===== src/rtl/count_capture_fifo.sv =====
// Captures counter values into a small FIFO on a capture strobe edge or on counter wrap.
// Also reports wrap events and a sticky overflow when a capture is dropped.
module count_capture_fifo #(
  parameter int WIDTH  = 8,
  parameter int DEPTH  = 8,
  parameter int ADDR_W = 3
) (
  input  logic              clk,
  input  logic              rst_n,
  input  logic [WIDTH-1:0]  cnt_in,
  input  logic              cnt_en,
  input  logic              capture,
  input  logic              auto_mode,
  input  logic              rd_en,
  input  logic              clr_ovf,
  output logic [WIDTH-1:0]  rd_data,
  output logic              rd_valid,
  output logic              empty,
  output logic              full,
  output logic [ADDR_W:0]   level,
  output logic              wrap_evt,
  output logic              overflow
);

  localparam logic [ADDR_W:0] FULL_LVL = (ADDR_W+1)'(DEPTH);

  logic [WIDTH-1:0]  mem [DEPTH];
  logic [ADDR_W-1:0] wr_ptr_q, rd_ptr_q;
  logic [ADDR_W:0]   level_q, level_d;
  logic [WIDTH-1:0]  prev_cnt_q;
  logic              prev_valid_q;
  logic              capture_q;
  logic              wrap_evt_q;
  logic              overflow_q, overflow_d;
  logic [WIDTH-1:0]  rd_data_q;
  logic              rd_valid_q;

  logic wrap, wr_req, rd_req, wr_acc, wr_drop;

  assign empty = (level_q == '0);
  assign full  = (level_q == FULL_LVL);

  always_comb begin
    wrap = 1'b0;
    if (prev_valid_q && cnt_en) begin
      if ((prev_cnt_q == '1 && cnt_in == '0) || (prev_cnt_q == '0 && cnt_in == '1))
        wrap = 1'b1;
    end
  end

  assign wr_req  = (capture & ~capture_q) | (auto_mode & wrap);
  assign rd_req  = rd_en & ~empty;
  // A pop in the same cycle frees the slot, so a full FIFO still accepts the write.
  assign wr_acc  = wr_req & (~full | rd_req);
  assign wr_drop = wr_req & full & ~rd_req;

  always_comb begin
    level_d = level_q;
    case ({wr_acc, rd_req})
      2'b10:   level_d = level_q + 1'b1;
      2'b01:   level_d = level_q - 1'b1;
      default: level_d = level_q;
    endcase
  end

  always_comb begin
    overflow_d = overflow_q;
    if (clr_ovf) overflow_d = 1'b0;
    if (wr_drop) overflow_d = 1'b1;
  end

  always_ff @(posedge clk or negedge rst_n) begin
    if (!rst_n) begin
      wr_ptr_q     <= '0;
      rd_ptr_q     <= '0;
      level_q      <= '0;
      prev_cnt_q   <= '0;
      prev_valid_q <= 1'b0;
      capture_q    <= 1'b0;
      wrap_evt_q   <= 1'b0;
      overflow_q   <= 1'b0;
      rd_data_q    <= '0;
      rd_valid_q   <= 1'b0;
    end else begin
      prev_cnt_q   <= cnt_in;
      prev_valid_q <= 1'b1;
      capture_q    <= capture;
      wrap_evt_q   <= wrap;
      overflow_q   <= overflow_d;
      level_q      <= level_d;
      rd_valid_q   <= rd_req;
      if (wr_acc) wr_ptr_q <= wr_ptr_q + 1'b1;
      if (rd_req) begin
        rd_data_q <= mem[rd_ptr_q];
        rd_ptr_q  <= rd_ptr_q + 1'b1;
      end
    end
  end

  // Storage is not reset; pointers and level define what is valid.
  always_ff @(posedge clk) begin
    if (wr_acc) mem[wr_ptr_q] <= cnt_in;
  end

  assign rd_data  = rd_data_q;
  assign rd_valid = rd_valid_q;
  assign level    = level_q;
  assign wrap_evt = wrap_evt_q;
  assign overflow = overflow_q;

endmodule


===== config.mk =====
export PLATFORM = sky130hd
export DESIGN_NAME = count_capture_fifo
export DESIGN_NICKNAME = d
export VERILOG_FILES = /design/src/rtl/count_capture_fifo.sv
export SDC_FILE = /design/constraint.sdc
export NUM_CORES = 1
export LEC_CHECK = 0
export CAP_MARGIN = 20
export CORE_AREA = 3 3 120 88
export DETAILED_ROUTE_END_ITERATION = 10
export DIE_AREA = 0 0 123 91
export SETUP_SLACK_MARGIN = 0.05
export SYNTH_ARGS = -nofsm -noshare
export SYNTH_HDL_FRONTEND = slang
export SYNTH_SLANG_ARGS = --single-unit
export TNS_END_PERCENT = 5

===== constraint.sdc =====
create_clock -name clk -period 7.37 [get_ports clk]
set_input_delay 1.1055 -clock clk [delete_from_list [all_inputs] [get_ports clk]]
set_output_delay 1.1055 -clock clk [all_outputs]
set_load 0.01 [all_outputs]

==> impl_metrics.yaml, run 1 <==
run_status:
  status: "completed"
setup_path:
  r2r-end: "level[3]"
  cp-start-kind: "input pin"
  critPathCaptureType: "flop"
  path_cells: "clkdlybuf4s50_1, or4_4, nor4_4, o2111ai_2, a21oi_1, nand2_1, nor3_1, buf_4"
  reg2reg_slack_ns: 4.27
  crit_type: "input pin to flop"
  critPathBufInv: 2
  cp_top_family: "simple AND/OR/NAND/NOR gates"
  arrival_ns: 4.18
  worst_path_largest_cell_delay_ns: 0.64
  crit_required_ns: 7.43
  crit_fanout: 11
  r2r_start: "level[2]"
  critPathSlowestCell: "nor3_1"
  rr_worst_depth: 11
global_routing:
  grt_usage_pct: 13.7
  gr-total-overflow: 0
  antenna_found_initial: 0
  grt_pass1_vias: 1812
  grt_start_max_net_pins: 32
  grt_first_pass_wirelength_mm: 10.8
layout:
  synthToLayoutAreaGrowth_pct: 21.2
  diodes: 0
  fin_cells: 384
  n_fill_cell: 806
  fin_nets: 271
  drive_gt1_share_pct: 18.4
sta:
  period_needed_ns: 4.12
  hold_viol_final: 0
  worst_clock_skew_ns: 0.00622
  fin_setup_tns_ns: 0
  setup_viol: 0
  grt_setup_unrepaired: "no"
  slew_headroom_pct: 38.7
  slew_viol_final: 0
  fmax_mhz: 243
  worstMarginPinSlew_ns: 0.920
  fin_crit_sh_pct: 55.9
synth:
  synth_cell_types: 35
  ys_top_cells_by_count: "64 x edfxtp_1, 31 x dfrtp_1, 21 x nand2_1, 16 x mux4_2"
  ys_ff_latch: 95
  yosysMostFrequentCell: "edfxtp_1"
  yosysTopAreaCell: "edfxtp_1"
  syn_avg_cell_area_um2: 17.9
  synth_top_flop_cell: "edfxtp_1"
  synth_edf_count: 64
  netlist.area_leader.share_pct: 51.2
  netlist_area_um2: 3750
  syn_inst: 210
  yosysSeqAreaShare_pct: 71.8
  async_flop_share_pct: 32.6
  syn-num-nets: 230
  synthTopCellsByArea: "edfxtp_1 51%, dfrtp_1 21%, mux4_2 9.6%, mux2i_1 2.4%, nand2_1 2.1%"
  yosysWarnings: 0
pwr:
  swShare_pct: 28.5
  p_int_uw: 1160
  peakVddDrop_uv: 152
  combinationalPowerShare_pct: 26.5
  powerDensity_nw_per_um2: 358
  p_sw_uw: 463
  p_seq_share_pct: 45.8
  pwr-share-clk_pct: 27.6
  leakage_uw: 0.00166
die:
  die_y_um: 91
  die_w_um: 123
  fp.dieArea_um2: 11200
  start_util_pct: 39.5
  placementRows: 30
  ios: 32
  core_um2: 9500
clocking:
  clockBufferDepth: 2
  cts_buffers: 9
  clkTransAtPathRegs_ns: 0.06
  ctsHtreeMaxLevel: 3
  post_cts.repair.setup_buffers: 0
  cts.sinks: 95
  postCtsHoldBufs: 0
  cts_tree: "done"
  root_buffer: "clkbuf_16"
  post_cts_resized: 0
  clk_latency_ns: 0.34
worst_hold_path:
  min_path_type: "flop to flop"
  worstHoldPathCells: 2
  whs_endpoint: "rd_data[7]"
  hp-start: "rd_data[7]"
drt:
  ant_nets: 0
  wire_per_inst_um: 18.1
  drtPass1Iterations: 4
  routed_wl_mm: 6.94
  drcViolationCount: 0
  vias: 1901
  via_per_inst: 4.95
  first_iter_violations: 83
placed_design:
  dp_cells: 368
  gp_congestion: 0.743
  portBuffers: 31
  dp_hpwl_mm: 4.49
run:
  maxCapViolations: 0
==> area by class of cell <==
type | count | area (um2) | share of cell area [%]
Clock buffer | 11 | 243 | 5.33
Clock inverter | 5 | 47.5 | 1.04
Inverter | 5 | 18.8 | 0.412
Multi-Input combinational cell | 101 | 1010 | 22.3
Sequential cell | 95 | 2700 | 59.3
Tap cell | 128 | 160 | 3.52
Timing Repair Buffer | 39 | 370 | 8.14
==> cell usage in the layout (no fill, tap or decap), types with 2 or more instances in the layout <==
cell,n
clkinv_1,2
a21o_1,3
nor3b_1,2
clkbuf_16,9
clkinv_2,2
or4_1,2
o21ai_0,9
mux2i_1,9
nor4b_2,2
clkdlybuf4s50_1,31
nor4_4,2
xnor2_1,6
nor4_1,2
or4_4,2
buf_4,8
inv_1,5
nand2_1,21
nand4_1,4
dfrtp_1,31
mux4_2,16
edfxtp_1,64
nand2b_1,2
ha_1,4
==> cell families after synthesis <==
| family | count (synthesis) | synth area share (%) |
|---|---|---|
| simple gates | 45 | 7.33 |
| fa+ha+maj | 5 | 1.87 |
| compound gates | 17 | 3.20 |
| flops | 95 | 71.8 |
| xor+xnor | 7 | 1.63 |
| buf+inv | 14 | 1.63 |
| other cells | 1 | 0.0999 |
| mux | 26 | 12.4 |
==> tightest hold or removal path: stages (launching register included) <==
cell,delay [ns]
dfrtp_1,0.34
nand2_1,0.05
o21ai_0,0.06
==> worst max path at each step <==
stage	start	endpoint	slack [ns]	cells past startpoint
CTS	cnt_in[3]	mem[1][3]	3.20	8
floorplan	cnt_in[0]	mem[2][0]	3.55	6
global placement	cnt_in[3]	mem[1][4]	2.99	8
detailed placement	cnt_in[3]	mem[1][3]	2.88	8
global route	cnt_in[3]	mem[1][7]	3.02	8
finish	cnt_in[3]	mem[1][3]	3.25	8
==> power by group through the flow <==
stage	logic, uW	registers, uW	clock network [uW]
after global routing	474	761	488
after global placement	436	754	0
final	432	746	450
after floorplan	290	720	0
after detailed placement	439	757	0
after CTS	439	747	465
==> per-layer routing <==
layer | GRT usage, % | up-vias | wire, um
met1 | 20.8 | 949 | 3410
li1 | - | 890 | -
met2 | 18.0 | 51 | 2950
met5 | 0 | - | 0
met4 | 3.59 | 0 | 76
met3 | 5.79 | 11 | 514
==> state kept, by name, indices dropped and copies added (netlist names), 3 cells and up <==
| signal | cells |
|---|---|
| mem | 64 |
| prev_cnt_q | 8 |
| rd_data | 8 |
| level | 4 |
| rd_ptr_q | 3 |
| wr_ptr_q | 3 |
==> metrics by stage <==
step	cell area, um2	power (uW)	hold slack, ns	worst slack (ns)	util, %
4_1_cts	4550	1650	0.484	3.20	47.9
5_1_grt	4550	1720	0.513	3.02	47.9
2_1_floorplan	3750	1010	0.497	3.55	-
3_3_place_gp	4260	1190	0.461	2.99	44.9
3_5_place_dp	4260	1200	0.470	2.88	44.9
6_report	4550	1630	0.476	3.25	47.9
(Power assumes the default switching activity.)
==> run 2: changes to the inputs <==
- clock period: 7.37 -> 4.3 ns (I/O delays scaled with it)
==> impl_metrics.yaml, run 2 (synthesized netlist as in run 1, its figures left out) <==
clocking:
  post_cts.repair.setup_buffers: 0
  clkTransAtPathRegs_ns: 0.06
  clockBufferDepth: 2
  cts_tree: "done"
  cts_buffers: 9
  post_cts_resized: 0
  clk_latency_ns: 0.34
  cts.sinks: 95
  postCtsHoldBufs: 0
  root_buffer: "clkbuf_16"
  ctsHtreeMaxLevel: 3
placed_design:
  dp_cells: 373
  portBuffers: 31
  gp_congestion: 0.733
  dp_hpwl_mm: 4.73
  placed_area_um2: 4290
drt:
  drtPass1Iterations: 4
  wire_per_inst_um: 18.5
  routed_wl_mm: 7.20
  ant_nets: 0
  drcViolationCount: 0
  via_per_inst: 4.97
  vias: 1933
  first_iter_violations: 125
pwr:
  leakage_uw: 0.00168
  pwr-share-clk_pct: 27.4
  peakVddDrop_uv: 356
  p_seq_share_pct: 46.8
  p_int_uw: 1980
  combinationalPowerShare_pct: 25.8
  swShare_pct: 28.7
  powerDensity_nw_per_um2: 607
  p_sw_uw: 798
  power_uw: 2780
setup_path:
  cpMostUsedCell: "a21o_1"
  crit_required_ns: 4.51
  worst_path_largest_cell_delay_ns: 0.63
  arrival_ns: 3.73
  critPathSlowestCell: "or4_4"
  path_cells: "clkdlybuf4s50_1, or4_4, nor4_4, o2111ai_2, nand3_1, inv_1, ha_1, a21o_1, a21o_1, nand2_1, o22ai_1, xor2_1"
  crit_fanout: 11
  crit_type: "input pin to flop"
  cp-start-kind: "input pin"
  critPathCaptureType: "flop"
sta:
  slew_viol_final: 0
  whs_ns: 0.478
  fin_crit_sh_pct: 81.9
  slew_headroom_pct: 46.3
  hold_viol_final: 0
  fin_setup_tns_ns: 0
  worstMarginPinSlew_ns: 0.805
  grt_setup_unrepaired: "no"
  setup_viol: 0
  fmax_mhz: 284
  period_needed_ns: 3.52
  worst_clock_skew_ns: 0.00682
layout:
  synthToLayoutAreaGrowth_pct: 22.0
  fin_area_um2: 4580
  largest_reg_flops: 64
  top_register: "mem"
  layout_common_cells: "64 x edfxtp_1, 31 x dfrtp_1, 31 x clkdlybuf4s50_1"
  diodes: 0
  final_common_cell: "edfxtp_1"
  drive_gt1_share_pct: 19.5
  fin_nets: 276
  fin_cells: 389
die:
  die_w_um: 123
  placementRows: 30
  start_util_pct: 39.5
  ios: 32
  fp.dieArea_um2: 11200
  core_um2: 9500
  die_y_um: 91
global_routing:
  grt_pass1_vias: 1886
  antenna_found_initial: 0
  grt_first_pass_wirelength_mm: 11.1
  grt_start_max_net_pins: 32
  grt_usage_pct: 14.1
  gr-total-overflow: 0
worst_hold_path:
  min_path_type: "flop to flop"
run_status:
  status: "completed"
run:
  maxCapViolations: 0
-- run 2: worst paths after layout --
check / cells past startpoint / to / slack [ns] / from
max: 12 / level[3] / 0.78 / cnt_in[0]
min: 2 / rd_data[6] / 0.48 / rd_data[6]
max reg2reg: 11 / level[3] / 1.21 / level[2]
min reg2reg: 2 / rd_data[6] / 0.48 / rd_data[6]
max in group asynchronous: 2 / prev_cnt_q[0] / 3.31 / rst_n
min in group asynchronous: 2 / level[2] / 0.71 / rst_n
-- run 2: cell type report --
cell class	count	area, um2
Clock buffer	9	225
Multi-Input combinational cell	101	1010
Fill cell	816	4910
Tap cell	128	160
Sequential cell	95	2700
Timing Repair Buffer	44	408
Clock inverter	7	63.8
Inverter	5	18.8
-- run 2: metal layers --
metal,up-vias,GRT usage (%),wire [um]
li1,897,-,-
met3,7,4.73,512
met5,-,0,0
met4,0,3.87,76
met2,56,19.8,3240
met1,973,20.9,3380
-- run 2: per-stage QoR --
stage,util (%),worst slack (ns)
CTS,48.2,0.783
detailed placement,45.2,0.425
finish,48.2,0.780
global placement,45.2,0.500
floorplan,-,0.938
global route,48.2,0.590
-- run 2: critical path: cells and delay by family --
kind,cells,cell delay (ns)
XOR/XNOR,1,0.16
AO/OA/AOI/OAI,4,0.66
adder cells (fa/ha/maj),1,0.28
buffers and inverters,2,0.69
AND/OR/NAND/NOR,4,1.29
-- run 2: power groups by stage --
stage	logic [uW]	clock network [uW]	registers, uW
floorplan	497	0	1230
global placement	717	0	1320
detailed placement	725	0	1330
CTS	726	782	1310
global route	785	823	1330
finish	717	761	1300
